$ cat src/rtl/tcp_tx_ctrl_rr.sv
// tcp_tx_ctrl_rr: multi-scheduler TCP TX protocol control FSM.
// Round-robin arbitration over NUM_SCHED scheduler request channels. For each
// granted flow it reads TX state, RX state and the tail pointer, runs calc,
// optionally reads the tuple and emits a packet, writes back TX state, and
// returns the update to the originating scheduler channel.
// Ports:
//   clk, rst                          clock, async active-high reset
//   sched_tx_req_val/tx_sched_req_rdy per-channel flow request handshake
//   sched_tx_update_val/_rdy          per-channel update handshake
//   ctrl_datap_sched_sel              channel index for the datapath muxes
//   *_rd_req_*, *_rd_resp_*           TX state / RX state / tail / tuple reads
//   proto_calc_next_tx_state_wr_req_* TX state writeback
//   ctrl_datap_store_*                datapath register enables
//   datap_ctrl_produce_pkt            calc result: a packet is to be sent
//   proto_calc_tx_pkt_val/_rdy        packet out handshake
//   ctrl_stat_*                       wrapping statistics counters
module tcp_tx_ctrl_rr #(
    parameter int NUM_SCHED     = 4,
    parameter int SKIP_TUPLE_RD = 1,
    parameter int CNT_W         = 32,
    localparam int SEL_W        = (NUM_SCHED > 1) ? $clog2(NUM_SCHED) : 1
) (
    input  logic                 clk,
    input  logic                 rst,
    input  logic [NUM_SCHED-1:0] sched_tx_req_val,
    output logic [NUM_SCHED-1:0] tx_sched_req_rdy,
    output logic [NUM_SCHED-1:0] sched_tx_update_val,
    input  logic [NUM_SCHED-1:0] sched_tx_update_rdy,
    output logic [SEL_W-1:0]     ctrl_datap_sched_sel,
    output logic                 tx_pipe_tx_tail_ptr_rd_req_val,
    input  logic                 tx_tail_ptr_tx_pipe_rd_req_rdy,
    input  logic                 tx_tail_ptr_tx_pipe_rd_resp_val,
    output logic                 tx_pipe_tx_tail_ptr_rd_resp_rdy,
    output logic                 proto_calc_curr_tx_state_rd_req_val,
    input  logic                 curr_tx_state_proto_calc_rd_req_rdy,
    input  logic                 curr_tx_state_proto_calc_rd_resp_val,
    output logic                 proto_calc_curr_tx_state_rd_resp_rdy,
    output logic                 proto_calc_rx_state_rd_req_val,
    input  logic                 rx_state_proto_calc_rd_req_rdy,
    input  logic                 rx_state_proto_calc_rd_resp_val,
    output logic                 proto_calc_rx_state_rd_resp_rdy,
    output logic                 proto_calc_tuple_rd_req_val,
    input  logic                 tuple_proto_calc_rd_req_rdy,
    input  logic                 tuple_proto_calc_rd_resp_val,
    output logic                 proto_calc_tuple_rd_resp_rdy,
    output logic                 proto_calc_next_tx_state_wr_req_val,
    input  logic                 next_tx_state_proto_calc_wr_req_rdy,
    output logic                 ctrl_datap_store_flowid,
    output logic                 ctrl_datap_store_state,
    output logic                 ctrl_datap_store_calc,
    output logic                 ctrl_datap_store_tuple,
    input  logic                 datap_ctrl_produce_pkt,
    output logic                 proto_calc_tx_pkt_val,
    input  logic                 proto_calc_tx_pkt_rdy,
    output logic [CNT_W-1:0]     ctrl_stat_pkts_sent,
    output logic [CNT_W-1:0]     ctrl_stat_flows_serviced
);

    localparam int unsigned NS = NUM_SCHED;

    typedef enum logic [3:0] {
        ARB, RD_STATE, WAIT_STATE, CALC, DECIDE,
        RD_TUPLE, WAIT_TUPLE, PKT_OUT, WRITEBACK, SCHED_UPDATE
    } state_t;

    state_t           state;
    logic [SEL_W-1:0] rr_ptr;
    logic [SEL_W-1:0] chan_reg;
    logic [2:0]       acc;      // {tail, rx, tx} read requests already accepted

    logic [SEL_W-1:0]     grant;
    logic [SEL_W-1:0]     cand;
    logic [SEL_W-1:0]     nxt_ptr;
    logic                 any_req;
    logic [NUM_SCHED-1:0] grant_oh;
    logic [NUM_SCHED-1:0] chan_oh;
    logic [2:0]           rd_rdy;
    logic [2:0]           rd_hs;
    logic                 rd_done;
    logic                 resp_all;

    // First requesting channel at or after rr_ptr, wrapping modulo NUM_SCHED.
    always_comb begin
        grant   = '0;
        cand    = '0;
        any_req = 1'b0;
        for (int unsigned i = 0; i < NS; i++) begin
            cand = SEL_W'((32'(rr_ptr) + i) % NS);
            if (!any_req && sched_tx_req_val[cand]) begin
                any_req = 1'b1;
                grant   = cand;
            end
        end
        nxt_ptr     = SEL_W'((32'(grant) + 32'd1) % NS);
        grant_oh    = '0;
        grant_oh[grant] = 1'b1;
        chan_oh     = '0;
        chan_oh[chan_reg] = 1'b1;
    end

    assign rd_rdy   = {tx_tail_ptr_tx_pipe_rd_req_rdy,
                       rx_state_proto_calc_rd_req_rdy,
                       curr_tx_state_proto_calc_rd_req_rdy};
    assign rd_hs    = ~acc & rd_rdy;
    assign rd_done  = &(acc | rd_hs);
    assign resp_all = tx_tail_ptr_tx_pipe_rd_resp_val &
                      rx_state_proto_calc_rd_resp_val &
                      curr_tx_state_proto_calc_rd_resp_val;

    always_ff @(posedge clk or posedge rst) begin
        if (rst) begin
            state                    <= ARB;
            rr_ptr                   <= '0;
            chan_reg                 <= '0;
            acc                      <= '0;
            ctrl_stat_pkts_sent      <= '0;
            ctrl_stat_flows_serviced <= '0;
        end else begin
            case (state)
                ARB: if (any_req) begin
                    chan_reg <= grant;
                    rr_ptr   <= nxt_ptr;
                    state    <= RD_STATE;
                end
                RD_STATE: begin
                    if (rd_done) begin
                        acc   <= '0;
                        state <= WAIT_STATE;
                    end else begin
                        acc <= acc | rd_hs;
                    end
                end
                WAIT_STATE: if (resp_all) state <= CALC;
                CALC:       state <= DECIDE;
                DECIDE:     state <= (datap_ctrl_produce_pkt || SKIP_TUPLE_RD == 0)
                                     ? RD_TUPLE : WRITEBACK;
                RD_TUPLE:   if (tuple_proto_calc_rd_req_rdy) state <= WAIT_TUPLE;
                WAIT_TUPLE: if (tuple_proto_calc_rd_resp_val)
                                state <= datap_ctrl_produce_pkt ? PKT_OUT : WRITEBACK;
                PKT_OUT: if (proto_calc_tx_pkt_rdy) begin
                    ctrl_stat_pkts_sent <= ctrl_stat_pkts_sent + CNT_W'(1);
                    state               <= WRITEBACK;
                end
                WRITEBACK: if (next_tx_state_proto_calc_wr_req_rdy) state <= SCHED_UPDATE;
                SCHED_UPDATE: if (sched_tx_update_rdy[chan_reg]) begin
                    ctrl_stat_flows_serviced <= ctrl_stat_flows_serviced + CNT_W'(1);
                    state                    <= ARB;
                end
                default: state <= ARB;
            endcase
        end
    end

    // Handshake outputs are decoded from the registered state so that ready
    // and valid land in the same cycle as the partner's signal; rst forces
    // every output low without waiting for a clock.
    always_comb begin
        tx_sched_req_rdy                     = '0;
        sched_tx_update_val                  = '0;
        ctrl_datap_sched_sel                 = '0;
        tx_pipe_tx_tail_ptr_rd_req_val       = 1'b0;
        tx_pipe_tx_tail_ptr_rd_resp_rdy      = 1'b0;
        proto_calc_curr_tx_state_rd_req_val  = 1'b0;
        proto_calc_curr_tx_state_rd_resp_rdy = 1'b0;
        proto_calc_rx_state_rd_req_val       = 1'b0;
        proto_calc_rx_state_rd_resp_rdy      = 1'b0;
        proto_calc_tuple_rd_req_val          = 1'b0;
        proto_calc_tuple_rd_resp_rdy         = 1'b0;
        proto_calc_next_tx_state_wr_req_val  = 1'b0;
        ctrl_datap_store_flowid              = 1'b0;
        ctrl_datap_store_state               = 1'b0;
        ctrl_datap_store_calc                = 1'b0;
        ctrl_datap_store_tuple               = 1'b0;
        proto_calc_tx_pkt_val                = 1'b0;
        if (!rst) begin
            ctrl_datap_sched_sel = (state == ARB) ? grant : chan_reg;
            case (state)
                ARB: begin
                    tx_sched_req_rdy        = any_req ? grant_oh : '0;
                    ctrl_datap_store_flowid = 1'b1;
                end
                RD_STATE: begin
                    proto_calc_curr_tx_state_rd_req_val = ~acc[0];
                    proto_calc_rx_state_rd_req_val      = ~acc[1];
                    tx_pipe_tx_tail_ptr_rd_req_val      = ~acc[2];
                end
                WAIT_STATE: begin
                    proto_calc_curr_tx_state_rd_resp_rdy = resp_all;
                    proto_calc_rx_state_rd_resp_rdy      = resp_all;
                    tx_pipe_tx_tail_ptr_rd_resp_rdy      = resp_all;
                    ctrl_datap_store_state               = resp_all;
                end
                CALC:         ctrl_datap_store_calc = 1'b1;
                RD_TUPLE:     proto_calc_tuple_rd_req_val = 1'b1;
                WAIT_TUPLE: begin
                    proto_calc_tuple_rd_resp_rdy = 1'b1;
                    ctrl_datap_store_tuple       = tuple_proto_calc_rd_resp_val;
                end
                PKT_OUT:      proto_calc_tx_pkt_val = 1'b1;
                WRITEBACK:    proto_calc_next_tx_state_wr_req_val = 1'b1;
                SCHED_UPDATE: sched_tx_update_val = chan_oh;
                default: ;
            endcase
        end
    end

endmodule

$ cat config.mk
export PLATFORM = sky130hd
export DESIGN_NAME = tcp_tx_ctrl_rr
export DESIGN_NICKNAME = d
export VERILOG_FILES = /design/src/rtl/tcp_tx_ctrl_rr.sv
export SDC_FILE = /design/constraint.sdc
export NUM_CORES = 1
export LEC_CHECK = 0
export ABC_AREA = 1
export CAP_MARGIN = 20
export CORE_ASPECT_RATIO = 0.8
export CORE_MARGIN = 5
export CORE_UTILIZATION = 58
export DETAILED_ROUTE_END_ITERATION = 8
export DONT_BUFFER_PORTS = 1
export PLACE_DENSITY = 0.83
export SYNTH_ARGS = -nofsm -noshare
export SYNTH_HDL_FRONTEND = slang
export SYNTH_SLANG_ARGS = --single-unit
$ cat constraint.sdc
create_clock -name clk -period 3.6 [get_ports clk]
set_clock_uncertainty 0.1 [all_clocks]
set_input_delay 0.72 -clock clk [delete_from_list [all_inputs] [get_ports clk]]
set_output_delay 0.72 -clock clk [all_outputs]
set_load 0.01 [all_outputs]
Word level (Yosys, flattened, before mapping)
Index checks and enable logic that the tools add are counted. Widths: inputs -> output; s select.

Flip-flop bits (word level): 75. Word-level logic and storage cells: 122. Output and inout port bits: 88. Bits of input ports: 21.

Add/subtract/negate cells: 6. Reduce and logical (&&, ||, !) cells: 14. Bitwise gates (word level): 8. Eq/ne operators: 17. Magnitude comparators: 8. Mux-type cells: 63.

Operators by type and width (count): $add 32x1->32 const B (2); $mux 4 (15); $pmux 4 s10 (1); $mux 1 (33); $lt 2x3->1 const B (6); $eq 4x3->1 const B (4); $ne 2x2->1 const B (8); $mux 2 (6); $bmux 1 s2 (5); $eq 4x2->1 const B (2); $eq 4x4->1 const B (2); $reduce_and 8->1 (1); $reduce_and 2->1 (3); $logic_and 1x1->1 (5); $add 2x1->2 const B (2); $add 2x2->2 const B (2); $demux 1 s2 (2); $eq 4x1->1 const B (1); $ge 2x1->1 const B (2); $logic_not 4->1 (1); $and 3x3->3 (1); $logic_not 1->1 (3); $mux 3 (1); $not 1->1 (3); 4 further kinds (5).

Depth between registers and ports, before layout
Gate-level depths: netlist of the first run.

Depth after elaboration: 19. Depth in mapped cells: 14. Depth with buffers taken out: 13.

Worst setup path after synthesis of the first run
No wires, ideal clock.

Path type: input -> output. From: in rst. To: out sched_tx_update_val[0]. Path buffers: 1. Stages: 4. Arrival time: 3.185 ns. Slack: -0.405 ns. Required time: 2.780 ns. Path through: clkbuf_1 inv_1 nand2_1 nor3_1.

Word-level cells in the longest chain between the ends: 1.

Ends and longest elaborated chain: from (decl) (line 24) `input logic rst,`; $mux 4 (line 175) `if (!rst) begin`; to (decl) (line 27) `output logic [NUM_SCHED-1:0] sched_tx_update_val,`.

Every way passes these cells.

Worst setup path in the final report of the first run
From: reg rr_ptr[0]. To: out tx_sched_req_rdy[3].

Word-level cells in the longest chain between the ends: 19. Elaborated cells on any way between the ends: 33. Those cells by class: add/sub (3); order compare (2); mux (21); reduce/logical (7).

Ends and longest elaborated chain: from (decl) (line 67) `logic [SEL_W-1:0] rr_ptr;`; from (signal assigned) (line 122) `rr_ptr <= nxt_ptr;`; parallel branches: the longest is 11 deep, another holds $add 2x1->2; $mux 2 (*) (line 89) `if (!any_req && sched_tx_req_val[cand]) begin`; net grant[0] (line 71) `logic [SEL_W-1:0] grant;`; $lt 2x3->1 (implied by the code) or $ge 2x1->1 (tied branches) (line 96) `grant_oh[grant] = 1'b1;`; $logic_and 1x1->1 (implied by the code) (line 96); $mux 1 (implied by the code) (line 96); $demux 1 s2 (*) (line 96); $mux 4 (*) (line 179) `tx_sched_req_rdy = any_req ? grant_oh : '0;`; $mux 4 (*) (line 177) `case (state)`; $mux 4 (*) (line 175); to (decl) (line 26) `output logic [NUM_SCHED-1:0] tx_sched_req_rdy,`.

Mark *: on every way through the listed nets, which the timed path passes. The select of a mux whose other input is x is not followed.

==> out/results.ini, run 1 <==
[route]
drtPass1Iterations=5
wl_per_cell_um=15.1
ant_nets=0
drc=0
drt_iter0_drc=335
wl_um=12300
vias_per_cell=5.45
vias=4459

[floorplanning]
die_h_um=93.1
core-area_mm2=0.00845
start_util=0.592
ios=109
rows=30
die_w_um=114
dieArea_mm2=0.0106

[cts]
cts_resized=0
postCtsSetupBuffers=0
htree_levels=3
cts_buffer_depth=2
cts_sinks=75
cts_tree=yes
clkLatencyLatePin_ps=350
root_buffer=clkbuf_8
clkSlewWorstSetupHoldPaths_ps=80
hold_buffers=0
cts_made_buffers=9

[setup_path]
cp_max_fo=9
path_common_cell=nand2_1
crit_path_top_delay_cell=dfrtp_1
endpoint_kind=output pin
worstSetupPathType=reg2out
max_stage_delay_ps=550
required_ps=2780
crit_chain=inv_4 -> nand2_1 -> nand2_1 -> nand2_1 -> nand2_1 -> nor2_4 -> nand3b_4 -> nand3_2 -> inv_1 -> ha_1 -> nand3_1 -> inv_1
worstPathArrival_ps=2300
cp-start-kind=flop

[timing]
max_slew_margin=0.574
min_period_over_period=0.867
finalSetupViolations=0
grt_setup_unrepaired=no
finalHoldViolCount=0
tightest_slew_ps=636
slew_violations=0
min_period_ps=3120
clock.fmax_ghz=0.321
fin_tns_setup_ps=0

[finish]
utilization=0.631
final_nets=728
layout-drive-gt1-share=0.0907
areaGrowthSynthToFinish_pct=6.50
antenna_cells=0
reg.largest.list=ctrl_stat_flows_serviced (32), ctrl_stat_pkts_sent (32), state (4)

[yosys]
synth_edf_count=0
synth_top_cell_by_area=dfrtp_1
ys_warn_count=0
synth.area.top_cells=dfrtp_1 38%, nand2_1 18%, xor2_1 6.1%, inv_1 5.6%, nor2_1 5.6%
synthArstFlopShare=1.00
post-synth-top-area-fraction=0.375
yosysSeqAreaShare=0.375
syn_area_per_cell_um2=7.18
synth_seq_cells=75
netlist_area_mm2=0.00500
syn_inst=697
ys_types=42
synth_flop_cell=dfrtp_1
syn_nets=724

[global_routing]
grt_pass1_wl_um=20000
antenna_found_initial=0
grt_usage=0.232
grt_pass1_vias=4155
grt_start_max_net_pins=36
overflow=0

[run]
cap_violations=0

[place]
io_buffers=0
gp_congestion=0.946
dp.final_hpwl_um=9550

[power]
total_power_w=0.00298
leakagePower_nw=2.73
ir_worst_vdd_mv=0.341
powerDensity_mw_per_mm2=559

[run_status]
status=finished clean

[hold_path]
hp-class=in2async

Yosys cell counts (2+ instances only):
cell	n
nand2_1	236
o21ai_0	11
o21ai_1	8
inv_1	75
nor2_2	3
inv_2	9
nor2_8	3
nand3_4	2
dfrtp_1	75
nor4_2	2
nand3_2	2
xnor2_1	13
xor2_1	35
nand2_4	2
nand3b_1	6
a21oi_1	5
nor2_4	3
buf_2	3
nor3_4	2
ha_1	6
and3_1	3
nand2_2	4
nor3_1	31
buf_4	5
nor2_1	75
nor3_2	7
nand3_1	43
nand4_1	14
layer usage:
metal	part of all wire	vias to the layer above	global-route usage
met4	0.010	0	0.0485
met5	0	-	0
met2	0.44	214	0.356
li1	-	2198	-
met3	0.12	16	0.0893
met1	0.43	2031	0.315
cells by family after synthesis:
family	synth area share
xor+xnor	0.0840
compound gates	0.0273
buf+inv	0.0795
flops	0.375
fa+ha+maj	0.0150
simple gates	0.419
placed cells by master (no fill, tap or decap), drive strengths merged, types with 2 or more instances in the layout:
master	instances
inv	84
nand3	47
and3	3
nand2	242
a21oi	5
xnor2	13
clkbuf	10
nand4	14
dfrtp	75
xor2	35
ha	6
nor2	84
nor3	40
buf	3
bufinv	2
clkinv	4
nor4	3
nand3b	8
o21ai	19
clkinvlp	3
or2	2
through the flow:
step	hold slack [ps]	std cells	setup WS, ps	area (um2)
2_1_floorplan	368	697	48.8	5010
3_3_place_gp	388	802	907	5100
3_5_place_dp	388	802	765	5100
4_1_cts	54.8	818	499	5330
5_1_grt	44.5	818	253	5330
6_report	61.5	818	480	5330
worst max-delay path: cells and delay by family (launching register included):
kind	cells	cell delay, ps
AND/OR/NAND/NOR	8	960
flip-flops	1	550
buffers and inverters	3	240
adder cells (fa/ha/maj)	1	210
power breakdown:
| group | internal, W | switching, W |
|---|---|---|
| combinational | 0.000327 | 0.000716 |
| sequential | 0.000972 | 0.000227 |
| clock | 0.000409 | 0.000326 |
| total | 0.00171 | 0.00127 |
cell type report:
type                    count  area (um2)
flip-flops and latches     75        1880
inverters                  87         334
clock buffers              10         138
fillers                   759        3120
clock inverters             6        88.8
repair buffers              3        22.5
multi-input cells         525        2730
well taps                 112         140
path summary, 6_finish.rpt:
check	from	endpoint	slack, ps	depth (start not counted)
max	rr_ptr[0]$_DFFE_PP0P_	tx_sched_req_rdy[3]	480	12
min	rst	chan_reg[0]$_DFFE_PP0P_	60	1
max reg2reg	rr_ptr[0]$_DFFE_PP0P_	rr_ptr[1]$_DFFE_PP0P_	1280	12
min reg2reg	acc[2]$_DFFE_PP0P_	acc[2]$_DFFE_PP0P_	410	2
max in group asynchronous	rst	ctrl_stat_flows_serviced[14]$_DFFE_PP0P_	2640	2
min in group clk	acc[2]$_DFFE_PP0P_	acc[2]$_DFFE_PP0P_	410	2
(Power assumes the default switching activity.)
==> run 2: changes to the inputs <==
CORE_UTILIZATION = 25   (was 58)
PLACE_DENSITY = 0.47   (was 0.83)
==> out/results.ini, run 2 (synthesized netlist as in run 1, its figures left out) <==
[cts]
root_buffer=clkbuf_16
cts_resized=0
htree_levels=3
clkLatencyLatePin_ps=340
cts_sinks=75
cts_tree=yes
hold_buffers=0
cts_made_buffers=9
clkSlewWorstSetupHoldPaths_ps=60
postCtsSetupBuffers=0
cts_buffer_depth=2

[setup_path]
crit_end=tx_sched_req_rdy[3]
reg2regPathDepth=7
worstSetupPathType=reg2out
cp-start-kind=flop
crit_path_top_delay_cell=dfrtp_1
worstPathArrival_ps=2210
reg2reg_to=ctrl_stat_flows_serviced[5]$_DFFE_PP0P_
max_stage_delay_ps=520
cp.depth=12
endpoint_kind=output pin
required_ps=2780
cp_max_fo=9
timing.rr.start=state[1]$_DFFE_PP0P_
r2r_slack_ps=1290
path_common_cell=nand2_1
path_delay_family=simple AND/OR/NAND/NOR gates
crit_chain=inv_4 -> nand2_1 -> nand2_1 -> nand2_1 -> nand2_1 -> nor2_4 -> nand3b_4 -> nand3_2 -> inv_1 -> ha_1 -> nand3_1 -> inv_1
crit_path_start=rr_ptr[0]$_DFFE_PP0P_
critPathBufInv=3

[route]
ant_nets=0
vias=4300
wl_um=14300
drtPass1Iterations=5
wl_per_cell_um=14.7
vias_per_cell=4.43
drt_iter0_drc=323
drc=0

[finish]
reg.largest.list=ctrl_stat_flows_serviced (32), ctrl_stat_pkts_sent (32), state (4)
final_common_cell=nand2_1
antenna_cells=0
fillCellCount=2167
layout-drive-gt1-share=0.0892
areaGrowthSynthToFinish_pct=11.9
final_cell_count_no_fill=970
final_nets=728
mostFrequentLayoutCells=236 x nand2_1, 75 x nor2_1, 75 x dfrtp_1

[global_routing]
overflow=0
grt_start_max_net_pins=40
antenna_found_initial=0
grt_usage=0.125
grt_pass1_vias=4076
grt_pass1_wl_um=22800

[place]
io_buffers=0
gp_congestion=0.838
dp.final_hpwl_um=11200
dp_cells=954

[hold_path]
hp-class=in2async

[timing]
finalSetupViolations=0
min_period_ps=3030
finalHoldViolCount=0
fin_tns_setup_ps=0
grt_setup_unrepaired=no
clock.fmax_ghz=0.330
tightest_slew_ps=619
min_period_over_period=0.842
max_slew_margin=0.586
slew_violations=0

[run]
cap_violations=0

[floorplanning]
die_h_um=137
start_util=0.253
dieArea_mm2=0.0230
die_w_um=168
ios=109
core-area_mm2=0.0197
rows=46

[run_status]
status=finished clean

[power]
leakagePower_nw=2.76
powerDensity_mw_per_mm2=569
ir_worst_vdd_mv=0.196

## run 2: cell types whose count changed in the layout (fill, tap and decap cells not counted)
cell       before  now
clkinv_4        1    2
clkbuf_1        0    1
bufinv_16       2    1
clkbuf_16       0    9
clkbuf_8       10    1
clkinv_2        2    1
## run 2: worst min path at each step
stage / endpoint / slack, ps
floorplan: acc[2]$_DFFE_PP0P_ / 370
global placement: acc[2]$_DFFE_PP0P_ / 400
detailed placement: acc[2]$_DFFE_PP0P_ / 410
CTS: ctrl_stat_pkts_sent[3]$_DFFE_PP0P_ / 400
global route: ctrl_stat_pkts_sent[6]$_DFFE_PP0P_ / 430
finish: ctrl_stat_pkts_sent[5]$_DFFE_PP0P_ / 390
## run 2: where the power goes
part           switching (W)  internal, W  leakage [nW]
clock network       0.000385     0.000559         0.142
logic               0.000715     0.000327          1.66
registers           0.000224     0.000974         0.958
total                0.00132      0.00186          2.76
## run 2: layout make-up
cell class / instances / area, um2 / share of cell area
tap: 264 / 330 / 0.0590
inverter: 87 / 334 / 0.0597
multi-input combinational: 525 / 2730 / 0.487
sequential: 75 / 1880 / 0.335
clock inverter: 5 / 62.6 / 0.0112
timing repair buffer: 3 / 22.5 / 0.00402
clock buffer: 11 / 243 / 0.0434
## run 2: metrics by stage
step | instance area, um2 | power [W] | setup slack (ps) | utilization | hold slack, ps
finish | 5600 | 0.00318 | 570 | 0.283 | 391
global route | 5600 | 0.00344 | 331 | 0.283 | 435
CTS | 5600 | 0.00322 | 538 | 0.283 | 404
detailed placement | 5290 | 0.00226 | 803 | 0.268 | 406
global placement | 5290 | 0.00226 | 847 | 0.268 | 404
floorplan | 5010 | 0.00201 | 48.8 | - | 368
## run 2: metal layers
layer / routed length [um] / GRT usage / share of wire
met5: 0 / 0 / 0
met4: 146 / 0.0275 / 0.010
met3: 979 / 0.0448 / 0.069
met2: 6250 / 0.188 / 0.44
met1: 6910 / 0.174 / 0.48
